`config.mk`:
```
export PLATFORM = sky130hd
export DESIGN_NAME = fp_mul_pipe_flat
export DESIGN_NICKNAME = d
export VERILOG_FILES = /design/src/rtl/fp_pkg.sv /design/src/rtl/fp_mul_pipe_if.sv /design/src/rtl/fp_mul_round.sv /design/src/rtl/fp_mul_pipe.sv /design/src/flat_wrapper.sv
export SDC_FILE = /design/constraint.sdc
export NUM_CORES = 1
export LEC_CHECK = 0
export BUFFER_PORTS_ARGS = -buffer_cell sky130_fd_sc_hd__buf_2
export CORE_MARGIN = 10
export CORE_UTILIZATION = 60
export DETAILED_ROUTE_END_ITERATION = 8
export PLACE_DENSITY = 0.8
export SYNTH_ARGS = -nofsm -noshare
export SYNTH_HDL_FRONTEND = slang
export SYNTH_SLANG_ARGS = --single-unit
export TNS_END_PERCENT = 10
```
`constraint.sdc`:
```
create_clock -name clk -period 5.8 [get_ports clk]
set_input_delay 0.29 -clock clk [delete_from_list [all_inputs] [get_ports clk]]
set_output_delay 0.29 -clock clk [all_outputs]
set_load 0.01 [all_outputs]
```
`src/rtl/fp_pkg.sv`:
```
// rtl/fp_pkg.sv - shared floating-point types, flag indices and bias helper
// Contents:
//   fp_class_t : operand/result class {FP_ZERO, FP_NORM, FP_INF, FP_NAN}
//   FLAG_*     : bit positions inside the 4-bit {invalid, overflow, underflow, inexact} flag vector
//   fp_bias()  : exponent bias 2^(exp_w-1)-1 for a given exponent field width
package fp_pkg;

  typedef enum logic [1:0] {
    FP_ZERO,
    FP_NORM,
    FP_INF,
    FP_NAN
  } fp_class_t;

  localparam int FLAG_INVALID   = 3;
  localparam int FLAG_OVERFLOW  = 2;
  localparam int FLAG_UNDERFLOW = 1;
  localparam int FLAG_INEXACT   = 0;

  function automatic int fp_bias(input int exp_w);
    return (1 << (exp_w - 1)) - 1;
  endfunction

endpackage

```
`src/rtl/fp_mul_pipe_if.sv`:
```
// rtl/fp_mul_pipe_if.sv - operand/result handshake bundle for fp_mul_pipe
// Signals (W = 1+EXP_W+MAN_W):
//   in_valid/in_ready         : operand pair handshake
//   in_a, in_b [W-1:0]        : operands {sign, exp, man}
//   in_tag [TAG_W-1:0]        : sideband tag
//   out_valid/out_ready       : result handshake
//   out_z [W-1:0]             : product
//   out_tag [TAG_W-1:0]       : tag of the result
//   out_flags [3:0]           : {invalid, overflow, underflow, inexact}
// Modports: master drives operands and out_ready; slave is the multiplier.
interface fp_mul_pipe_if #(
  parameter int EXP_W = 5,
  parameter int MAN_W = 10,
  parameter int TAG_W = 4
);

  logic                   in_valid;
  logic                   in_ready;
  logic [EXP_W+MAN_W:0]   in_a;
  logic [EXP_W+MAN_W:0]   in_b;
  logic [TAG_W-1:0]       in_tag;
  logic                   out_valid;
  logic                   out_ready;
  logic [EXP_W+MAN_W:0]   out_z;
  logic [TAG_W-1:0]       out_tag;
  logic [3:0]             out_flags;

  modport master (
    output in_valid, in_a, in_b, in_tag, out_ready,
    input  in_ready, out_valid, out_z, out_tag, out_flags
  );

  modport slave (
    input  in_valid, in_a, in_b, in_tag, out_ready,
    output in_ready, out_valid, out_z, out_tag, out_flags
  );

endinterface

```
`src/rtl/fp_mul_round.sv`:
```
// rtl/fp_mul_round.sv - combinational normalise/round/range-check for the normal product path
// Optional feature macro: FP_MUL_RNE_EN (defined: round-to-nearest-even, undefined: truncate).
// Ports:
//   i_p     [2*MAN_W+1:0] : raw product {1,ma} x {1,mb}
//   i_e     [EXP_W+1:0]   : signed biased exponent ea+eb-BIAS
//   o_man   [MAN_W-1:0]   : stored mantissa of the result
//   o_exp   [EXP_W-1:0]   : biased exponent field of the result
//   o_flags [3:0]         : {invalid, overflow, underflow, inexact}
module fp_mul_round
  import fp_pkg::*;
#(
  parameter int EXP_W = 5,
  parameter int MAN_W = 10
) (
  input  logic [2*MAN_W+1:0]      i_p,
  input  logic signed [EXP_W+1:0] i_e,
  output logic [MAN_W-1:0]        o_man,
  output logic [EXP_W-1:0]        o_exp,
  output logic [3:0]              o_flags
);

  localparam int PW = 2 * MAN_W + 2;
  localparam logic signed [EXP_W+1:0] ONE_S  = (EXP_W+2)'(1);
  localparam logic signed [EXP_W+1:0] ZERO_S = (EXP_W+2)'(0);
  localparam logic signed [EXP_W+1:0] EMAX_S = (EXP_W+2)'((1 << EXP_W) - 1);

  logic [PW-1:0]            w_q;
  logic signed [EXP_W+1:0]  w_e_n;
  logic signed [EXP_W+1:0]  w_e_r;
  logic [MAN_W-1:0]         w_kept;
  logic                     w_guard;
  logic                     w_sticky;
  logic                     w_inc;
  logic [MAN_W:0]           w_sum;

  always_comb begin
    // The product of two [1,2) significands lies in [1,4): at most one
    // right shift is needed. Left-aligning the smaller case instead keeps a
    // single set of kept/guard/sticky bit positions for both cases.
    w_q      = i_p[PW-1] ? i_p : {i_p[PW-2:0], 1'b0};
    w_e_n    = i_p[PW-1] ? (i_e + ONE_S) : i_e;
    w_kept   = w_q[PW-2 -: MAN_W];
    w_guard  = w_q[MAN_W];
    w_sticky = |w_q[MAN_W-1:0];
`ifdef FP_MUL_RNE_EN
    w_inc    = w_guard & (w_sticky | w_kept[0]);
`else
    w_inc    = 1'b0;
`endif
    // A carry out of the stored mantissa leaves the low bits all zero,
    // which is exactly the renormalised 1.000... significand.
    w_sum    = {1'b0, w_kept} + {{MAN_W{1'b0}}, w_inc};
    w_e_r    = w_sum[MAN_W] ? (w_e_n + ONE_S) : w_e_n;

    o_flags = 4'b0000;
    o_flags[FLAG_INEXACT] = w_guard | w_sticky;
    o_man = w_sum[MAN_W-1:0];
    o_exp = w_e_r[EXP_W-1:0];
    if (w_e_r >= EMAX_S) begin
      o_man = '0;
      o_exp = '1;
      o_flags[FLAG_OVERFLOW] = 1'b1;
      o_flags[FLAG_INEXACT]  = 1'b1;
    end else if (w_e_r <= ZERO_S) begin
      o_man = '0;
      o_exp = '0;
      o_flags[FLAG_UNDERFLOW] = 1'b1;
      o_flags[FLAG_INEXACT]   = 1'b1;
    end
  end

endmodule

```
`src/rtl/fp_mul_pipe.sv`:
```
// rtl/fp_mul_pipe.sv - pipelined floating-point multiplier with valid/ready handshake and tag
// Optional feature macro: FP_MUL_RNE_EN (rounding mode, consumed in fp_mul_round).
// Ports:
//   clk   : clock
//   rst_n : synchronous active-low reset
//   bus   : fp_mul_pipe_if.slave (operands, tag, result, flags, both handshakes)
// Pipeline: capture -> S1 classify/exponent -> S2 multiply -> S3 round/pack (output regs).
// Result appears 3 cycles after the accept edge; one whole-pipe stall signal.
module fp_mul_pipe
  import fp_pkg::*;
#(
  parameter int EXP_W = 5,
  parameter int MAN_W = 10,
  parameter int TAG_W = 4
) (
  input logic          clk,
  input logic          rst_n,
  fp_mul_pipe_if.slave bus
);

  localparam int W  = 1 + EXP_W + MAN_W;
  localparam int PW = 2 * MAN_W + 2;
  localparam logic [EXP_W+1:0] BIAS_V = (EXP_W+2)'(fp_bias(EXP_W));
  // Canonical quiet NaN: positive, all-ones exponent, mantissa MSB set.
  localparam logic [W-1:0] QNAN = {1'b0, {EXP_W{1'b1}}, 1'b1, {(MAN_W-1){1'b0}}};

  // Capture stage
  logic                    r0_valid;
  logic [W-1:0]            r0_a;
  logic [W-1:0]            r0_b;
  logic [TAG_W-1:0]        r0_tag;
  // S1 results
  logic                    r1_valid;
  logic                    r1_sign;
  fp_class_t               r1_cls;
  logic signed [EXP_W+1:0] r1_e;
  logic [MAN_W:0]          r1_ma;
  logic [MAN_W:0]          r1_mb;
  logic [TAG_W-1:0]        r1_tag;
  // S2 results
  logic                    r2_valid;
  logic                    r2_sign;
  fp_class_t               r2_cls;
  logic signed [EXP_W+1:0] r2_e;
  logic [PW-1:0]           r2_p;
  logic [TAG_W-1:0]        r2_tag;
  // Output registers
  logic                    r_out_valid;
  logic [W-1:0]            r_out_z;
  logic [TAG_W-1:0]        r_out_tag;
  logic [3:0]              r_out_flags;

  logic                    w_adv;
  fp_class_t               w_ca;
  fp_class_t               w_cb;
  fp_class_t               w_cls;
  logic                    w_sign;
  logic signed [EXP_W+1:0] w_e;
  logic [MAN_W:0]          w_ma;
  logic [MAN_W:0]          w_mb;
  logic [MAN_W-1:0]        w_rnd_man;
  logic [EXP_W-1:0]        w_rnd_exp;
  logic [3:0]              w_rnd_flags;
  logic [W-1:0]            w_z;
  logic [3:0]              w_flags;

  function automatic fp_class_t classify(input logic [W-1:0] x);
    fp_class_t c;
    if (x[W-2 -: EXP_W] == '0) begin
      c = FP_ZERO;                          // subnormals are flushed here
    end else if (x[W-2 -: EXP_W] == '1) begin
      c = (x[MAN_W-1:0] == '0) ? FP_INF : FP_NAN;
    end else begin
      c = FP_NORM;
    end
    return c;
  endfunction

  // The whole pipe moves together; only a held result blocks it.
  assign w_adv         = !(r_out_valid && !bus.out_ready);
  assign bus.in_ready  = w_adv;
  assign bus.out_valid = r_out_valid;
  assign bus.out_z     = r_out_z;
  assign bus.out_tag   = r_out_tag;
  assign bus.out_flags = r_out_flags;

  // S1: classify operands and decide the result class up front, so that
  // the special cases never depend on the arithmetic path.
  always_comb begin
    w_ca   = classify(r0_a);
    w_cb   = classify(r0_b);
    w_sign = r0_a[W-1] ^ r0_b[W-1];
    if (w_ca == FP_NAN || w_cb == FP_NAN ||
        (w_ca == FP_INF && w_cb == FP_ZERO) ||
        (w_ca == FP_ZERO && w_cb == FP_INF)) begin
      w_cls = FP_NAN;
    end else if (w_ca == FP_INF || w_cb == FP_INF) begin
      w_cls = FP_INF;
    end else if (w_ca == FP_ZERO || w_cb == FP_ZERO) begin
      w_cls = FP_ZERO;
    end else begin
      w_cls = FP_NORM;
    end
    w_e  = {2'b00, r0_a[W-2 -: EXP_W]} + {2'b00, r0_b[W-2 -: EXP_W]} - BIAS_V;
    w_ma = {1'b1, r0_a[MAN_W-1:0]};
    w_mb = {1'b1, r0_b[MAN_W-1:0]};
  end

  // S3 arithmetic path
  fp_mul_round #(
    .EXP_W (EXP_W),
    .MAN_W (MAN_W)
  ) u_round (
    .i_p     (r2_p),
    .i_e     (r2_e),
    .o_man   (w_rnd_man),
    .o_exp   (w_rnd_exp),
    .o_flags (w_rnd_flags)
  );

  // S3 special-result override and packing
  always_comb begin
    w_z     = '0;
    w_flags = 4'b0000;
    case (r2_cls)
      FP_NAN: begin
        w_z = QNAN;
        w_flags[FLAG_INVALID] = 1'b1;
      end
      FP_INF:  w_z = {r2_sign, {EXP_W{1'b1}}, {MAN_W{1'b0}}};
      FP_ZERO: w_z = {r2_sign, {(EXP_W+MAN_W){1'b0}}};
      default: begin
        w_z     = {r2_sign, w_rnd_exp, w_rnd_man};
        w_flags = w_rnd_flags;
      end
    endcase
  end

  // Valid chain and output registers (reset)
  always_ff @(posedge clk) begin
    if (!rst_n) begin
      r0_valid    <= 1'b0;
      r1_valid    <= 1'b0;
      r2_valid    <= 1'b0;
      r_out_valid <= 1'b0;
      r_out_z     <= '0;
      r_out_tag   <= '0;
      r_out_flags <= 4'b0000;
    end else if (w_adv) begin
      r0_valid    <= bus.in_valid;
      r1_valid    <= r0_valid;
      r2_valid    <= r1_valid;
      r_out_valid <= r2_valid;
      // Only real results overwrite the output data, so bubbles never
      // expose unreset stage contents.
      if (r2_valid) begin
        r_out_z     <= w_z;
        r_out_tag   <= r2_tag;
        r_out_flags <= w_flags;
      end
    end
  end

  // Stage data registers (no reset needed, qualified by the valid chain)
  always_ff @(posedge clk) begin
    if (w_adv) begin
      r0_a    <= bus.in_a;
      r0_b    <= bus.in_b;
      r0_tag  <= bus.in_tag;
      r1_sign <= w_sign;
      r1_cls  <= w_cls;
      r1_e    <= w_e;
      r1_ma   <= w_ma;
      r1_mb   <= w_mb;
      r1_tag  <= r0_tag;
      r2_sign <= r1_sign;
      r2_cls  <= r1_cls;
      r2_e    <= r1_e;
      r2_p    <= PW'(r1_ma) * PW'(r1_mb);
      r2_tag  <= r1_tag;
    end
  end

endmodule
```
`src/flat_wrapper.sv`:
```
// flat-port wrapper written by rule: the top's interface ports become plain ports
module fp_mul_pipe_flat import fp_pkg::*;
#(
  parameter int EXP_W = 5,
  parameter int MAN_W = 10,
  parameter int TAG_W = 4
)
  (clk, rst_n, bus_in_valid, bus_in_a, bus_in_b, bus_in_tag, bus_out_ready, bus_in_ready, bus_out_valid, bus_out_z, bus_out_tag, bus_out_flags);
  fp_mul_pipe_if #(.EXP_W(EXP_W), .MAN_W(MAN_W), .TAG_W(TAG_W)) bus_i ();
  input logic clk;
  input logic rst_n;
  input wire logic [$bits(bus_i.in_valid)-1:0] bus_in_valid;
  input wire logic [$bits(bus_i.in_a)-1:0] bus_in_a;
  input wire logic [$bits(bus_i.in_b)-1:0] bus_in_b;
  input wire logic [$bits(bus_i.in_tag)-1:0] bus_in_tag;
  input wire logic [$bits(bus_i.out_ready)-1:0] bus_out_ready;
  output wire logic [$bits(bus_i.in_ready)-1:0] bus_in_ready;
  output wire logic [$bits(bus_i.out_valid)-1:0] bus_out_valid;
  output wire logic [$bits(bus_i.out_z)-1:0] bus_out_z;
  output wire logic [$bits(bus_i.out_tag)-1:0] bus_out_tag;
  output wire logic [$bits(bus_i.out_flags)-1:0] bus_out_flags;
  assign bus_i.in_valid = bus_in_valid;
  assign bus_i.in_a = bus_in_a;
  assign bus_i.in_b = bus_in_b;
  assign bus_i.in_tag = bus_in_tag;
  assign bus_i.out_ready = bus_out_ready;
  assign bus_in_ready = bus_i.in_ready;
  assign bus_out_valid = bus_i.out_valid;
  assign bus_out_z = bus_i.out_z;
  assign bus_out_tag = bus_i.out_tag;
  assign bus_out_flags = bus_i.out_flags;
  fp_mul_pipe #(.EXP_W(EXP_W), .MAN_W(MAN_W), .TAG_W(TAG_W)) u_core (.clk(clk), .rst_n(rst_n), .bus(bus_i));
endmodule
```
==> impl_metrics.json <==
{
  "cts_sinks": 134,
  "dieArea_um2": 20000,
  "htree_num_levels": 4,
  "grt_overflow": 0,
  "dr.pass1.iters": 5,
  "fin_crit_sh_pct": 94.2,
  "irDropWorstVdd_v": 0.000321,
  "hp-start": "bus_in_tag[0]",
  "synth_seq_area_share_pct": 42.3,
  "worst_slew_pin_slew_ns": 1.03,
  "hold_class": "in -> reg",
  "status": "complete, no violations",
  "synth_compound_area_share_pct": 6.85,
  "clk_latency_ns": 0.43,
  "design.portCount": 66,
  "slowest_stage": "fa_1",
  "die_x_um": 141,
  "cp_cell_sequence": "inv_1 -> nor2_1 -> fa_1 -> inv_1 -> fa_1 -> inv_1 -> fa_1 -> fa_1 -> inv_1 -> fa_1 -> inv_1 -> ha_1 -> a211o_1 -> a21oi_1 -> nand2b_1 -> o21ai_0 -> a21oi_1 -> xor2_1",
  "dp_hpwl_um": 13400,
  "drc": 0,
  "ys.warnings.count": 0,
  "drv_slew": 0,
  "post_cts_buffers": 0,
  "path_class": "reg -> reg",
  "r2r_cells": 18,
  "start_util_pct": 61.2,
  "reg2reg_to": "u_core.r2_p[19]",
  "tns_ns": 0,
  "clockRootBuffer": "clkbuf_16",
  "ctsHoldBuffers": 0,
  "holdPathEnd": "u_core.r0_tag[0]",
  "rsz0062_at_grt": "no",
  "drt-total-wl_um": 17600,
  "synth_fa_ha_area_share_pct": 27.6,
  "die_y_um": 141,
  "syn_area_per_cell_um2": 11.3,
  "grt_max_degree": 87,
  "synth-xor-area-share_pct": 3.26,
  "placed_cell_area_um2": 9340,
  "cp-end-kind": "flop",
  "r2r_slack_ns": 0.33,
  "cpPeakStageDelay_ns": 0.55,
  "clockBufferDepth": 2,
  "wl_per_cell_um": 16.9,
  "synth_nets": 969,
  "syn2layout_area_growth_pct": 12.1,
  "synthArstFlopShare_pct": 0,
  "vias": 5694,
  "pre_cts_ws_ns": 0.386,
  "ys_types": 52,
  "yosysMostFrequentCell": "inv_1",
  "gp_congestion": 0.891,
  "final_util_pct": 68.5,
  "grtUsageTotal_pct": 18.4,
  "crit_family": "adder cells",
  "synth_top_family_by_area": "adder cells",
  "nNetsFinal": 1032,
  "drive_gt1_share_pct": 12.6,
  "hold_violations": 0,
  "cp_max_fo": 8,
  "hold_depth": 1,
  "synthSimpleGateAreaFrac_pct": 11.9,
  "synth-main-ff-cell": "edfxtp_1",
  "worst_slew_margin_rel_pct": 31.4,
  "rows": 44,
  "yosysTopAreaCellShare_pct": 35.9,
  "drt-vias-per-instance": 5.46,
  "p_leak_nw": 4.62,
  "fmax_ghz": 0.183,
  "synth.area.top_cells": "edfxtp_1 (36%), fa_1 (18%), ha_1 (9.3%)",
  "synth-edff-count": 106,
  "postSynthCellCount": 782,
  "fin_skew_ns": 0.00989,
  "design_area_um2": 9920,
  "fin_crit_ns": 5.47,
  "critical_path_buf_inv_count": 5,
  "synth_top_area_cell": "edfxtp_1",
  "clk_pin_slew_worst_paths_ns": 0.06,
  "critPathRequiredTime_ns": 5.96,
  "timing.final.ws_setup_ns": 0.335,
  "ant_nets": 0,
  "synth.area.mux_share_pct": 1.60,
  "n_antenna_cell": 0,
  "tritoncts": "yes",
  "worstPathArrival_ns": 5.63,
  "first_global_vias": 6067,
  "core_region_area_um2": 14500,
  "rr_startpoint": "u_core.r1_ma[1]",
  "cts.repair.resized": 0,
  "worstSetupStartpointType": "flop",
  "drv_cap": 0,
  "whs_ns": 0.0407,
  "power_density_nw_per_um2": 499,
  "grt_pass1_wl_um": 29700,
  "antenna_found_initial": 0,
  "synth_area_um2": 8860,
  "cts_inserted_buffers": 17,
  "drtIter0Drc": 508,
  "synth_commonest_cells": "inv_1 (124), edfxtp_1 (106), nand2_1 (87), fa_1 (81), ha_1 (66)",
  "port_buffers": 65,
  "ys_seq_elements": 134,
  "finalSetupViolations": 0
}
-- how the worst max path moves through the flow --
stage	startpoint	end	slack [ns]	cells after the start
floorplan	u_core.r1_mb[8]	u_core.r2_p[19]	0.67	18
global placement	u_core.r1_ma[1]	u_core.r2_p[19]	0.48	18
detailed placement	u_core.r1_ma[1]	u_core.r2_p[19]	0.39	18
CTS	u_core.r1_ma[1]	u_core.r2_p[19]	0.38	18
global route	u_core.r1_ma[1]	u_core.r2_p[19]	0.01	18
finish	u_core.r1_ma[1]	u_core.r2_p[19]	0.33	18
-- per-layer routing --
metal  global-route usage [%]  wire length [um]
met5                        0                 0
met4                     5.54               244
met3                     4.51               925
met2                     29.7              8290
met1                     24.0              8180
-- through the flow --
stage | total power, W | std cells
final | 0.00495 | 1042
after global placement | 0.00372 | 1010
after floorplan | 0.00333 | 782
after global routing | 0.00535 | 1042
after detailed placement | 0.00384 | 1010
after CTS | 0.00492 | 1042
-- worst reg2reg max path, cell delays in order (launching register included) --
cell and delay, ns:
edfxtp_1 0.48, inv_1 0.18, nor2_1 0.09, fa_1 0.53, inv_1 0.05, fa_1 0.55, inv_1 0.06, fa_1 0.50
fa_1 0.54, inv_1 0.05, fa_1 0.52, inv_1 0.04, ha_1 0.39, a211o_1 0.30, a21oi_1 0.24, nand2b_1 0.10
o21ai_0 0.27, a21oi_1 0.17, xor2_1 0.16
-- flip-flops by register name, summed over array words and instances (netlist names) --
register and flops:
u_core.r2_valid 1, u_core.bus.out_z 16, u_core.r1_cls 2, u_core.r2_e 7
u_core.r1_valid 1, u_core.r1_tag 4, u_core.r0_tag 4, u_core.bus.out_flags 4
u_core.bus.out_valid 1, u_core.bus.out_tag 4, u_core.r2_cls 2, u_core.r0_a 16
u_core.r2_p 22, u_core.r2_sign 1, u_core.r0_valid 1, u_core.r1_ma 10
u_core.r1_sign 1, u_core.r0_b 16, u_core.r2_tag 4, u_core.r1_e 7
u_core.r1_mb 10
-- cells by family after synthesis --
group | count (synthesis)
muxes | 14
buffers and inverters | 149
adders and majority gates | 147
DFF | 134
and+or+nand+nor | 210
xor gates and xnor gates | 33
AOI/OAI and AO/OA | 95
-- cells in the final DEF, fill, tap and decap left out, drive strengths merged, types with 25 or more instances in the layout --
master	count
fa	81
edfxtp	106
a21oi	25
dfxtp	28
o21ai	25
and2	43
buf	69
nand2	87
ha	66
inv	127
-- power breakdown --
| group | internal, W | leakage [nW] | total, W | switching [W] |
|---|---|---|---|---|
| clock network | 0.000636 | 0.279 | 0.00105 | 0.000418 |
| logic | 0.00109 | 2.99 | 0.00245 | 0.00136 |
| registers | 0.00132 | 1.35 | 0.00145 | 0.000129 |
| total | 0.00304 | 4.62 | 0.00495 | 0.00191 |
-- cell type report --
class	count	area, um2
Clock inverter	14	153
Timing Repair Buffer	69	355
Multi-Input combinational cell	499	4550
Clock buffer	18	429
Sequential cell	134	3740
Tap cell	184	230
Inverter	124	465
Fill cell	1047	4560
Note: power is estimated with default switching activity, not from simulation.
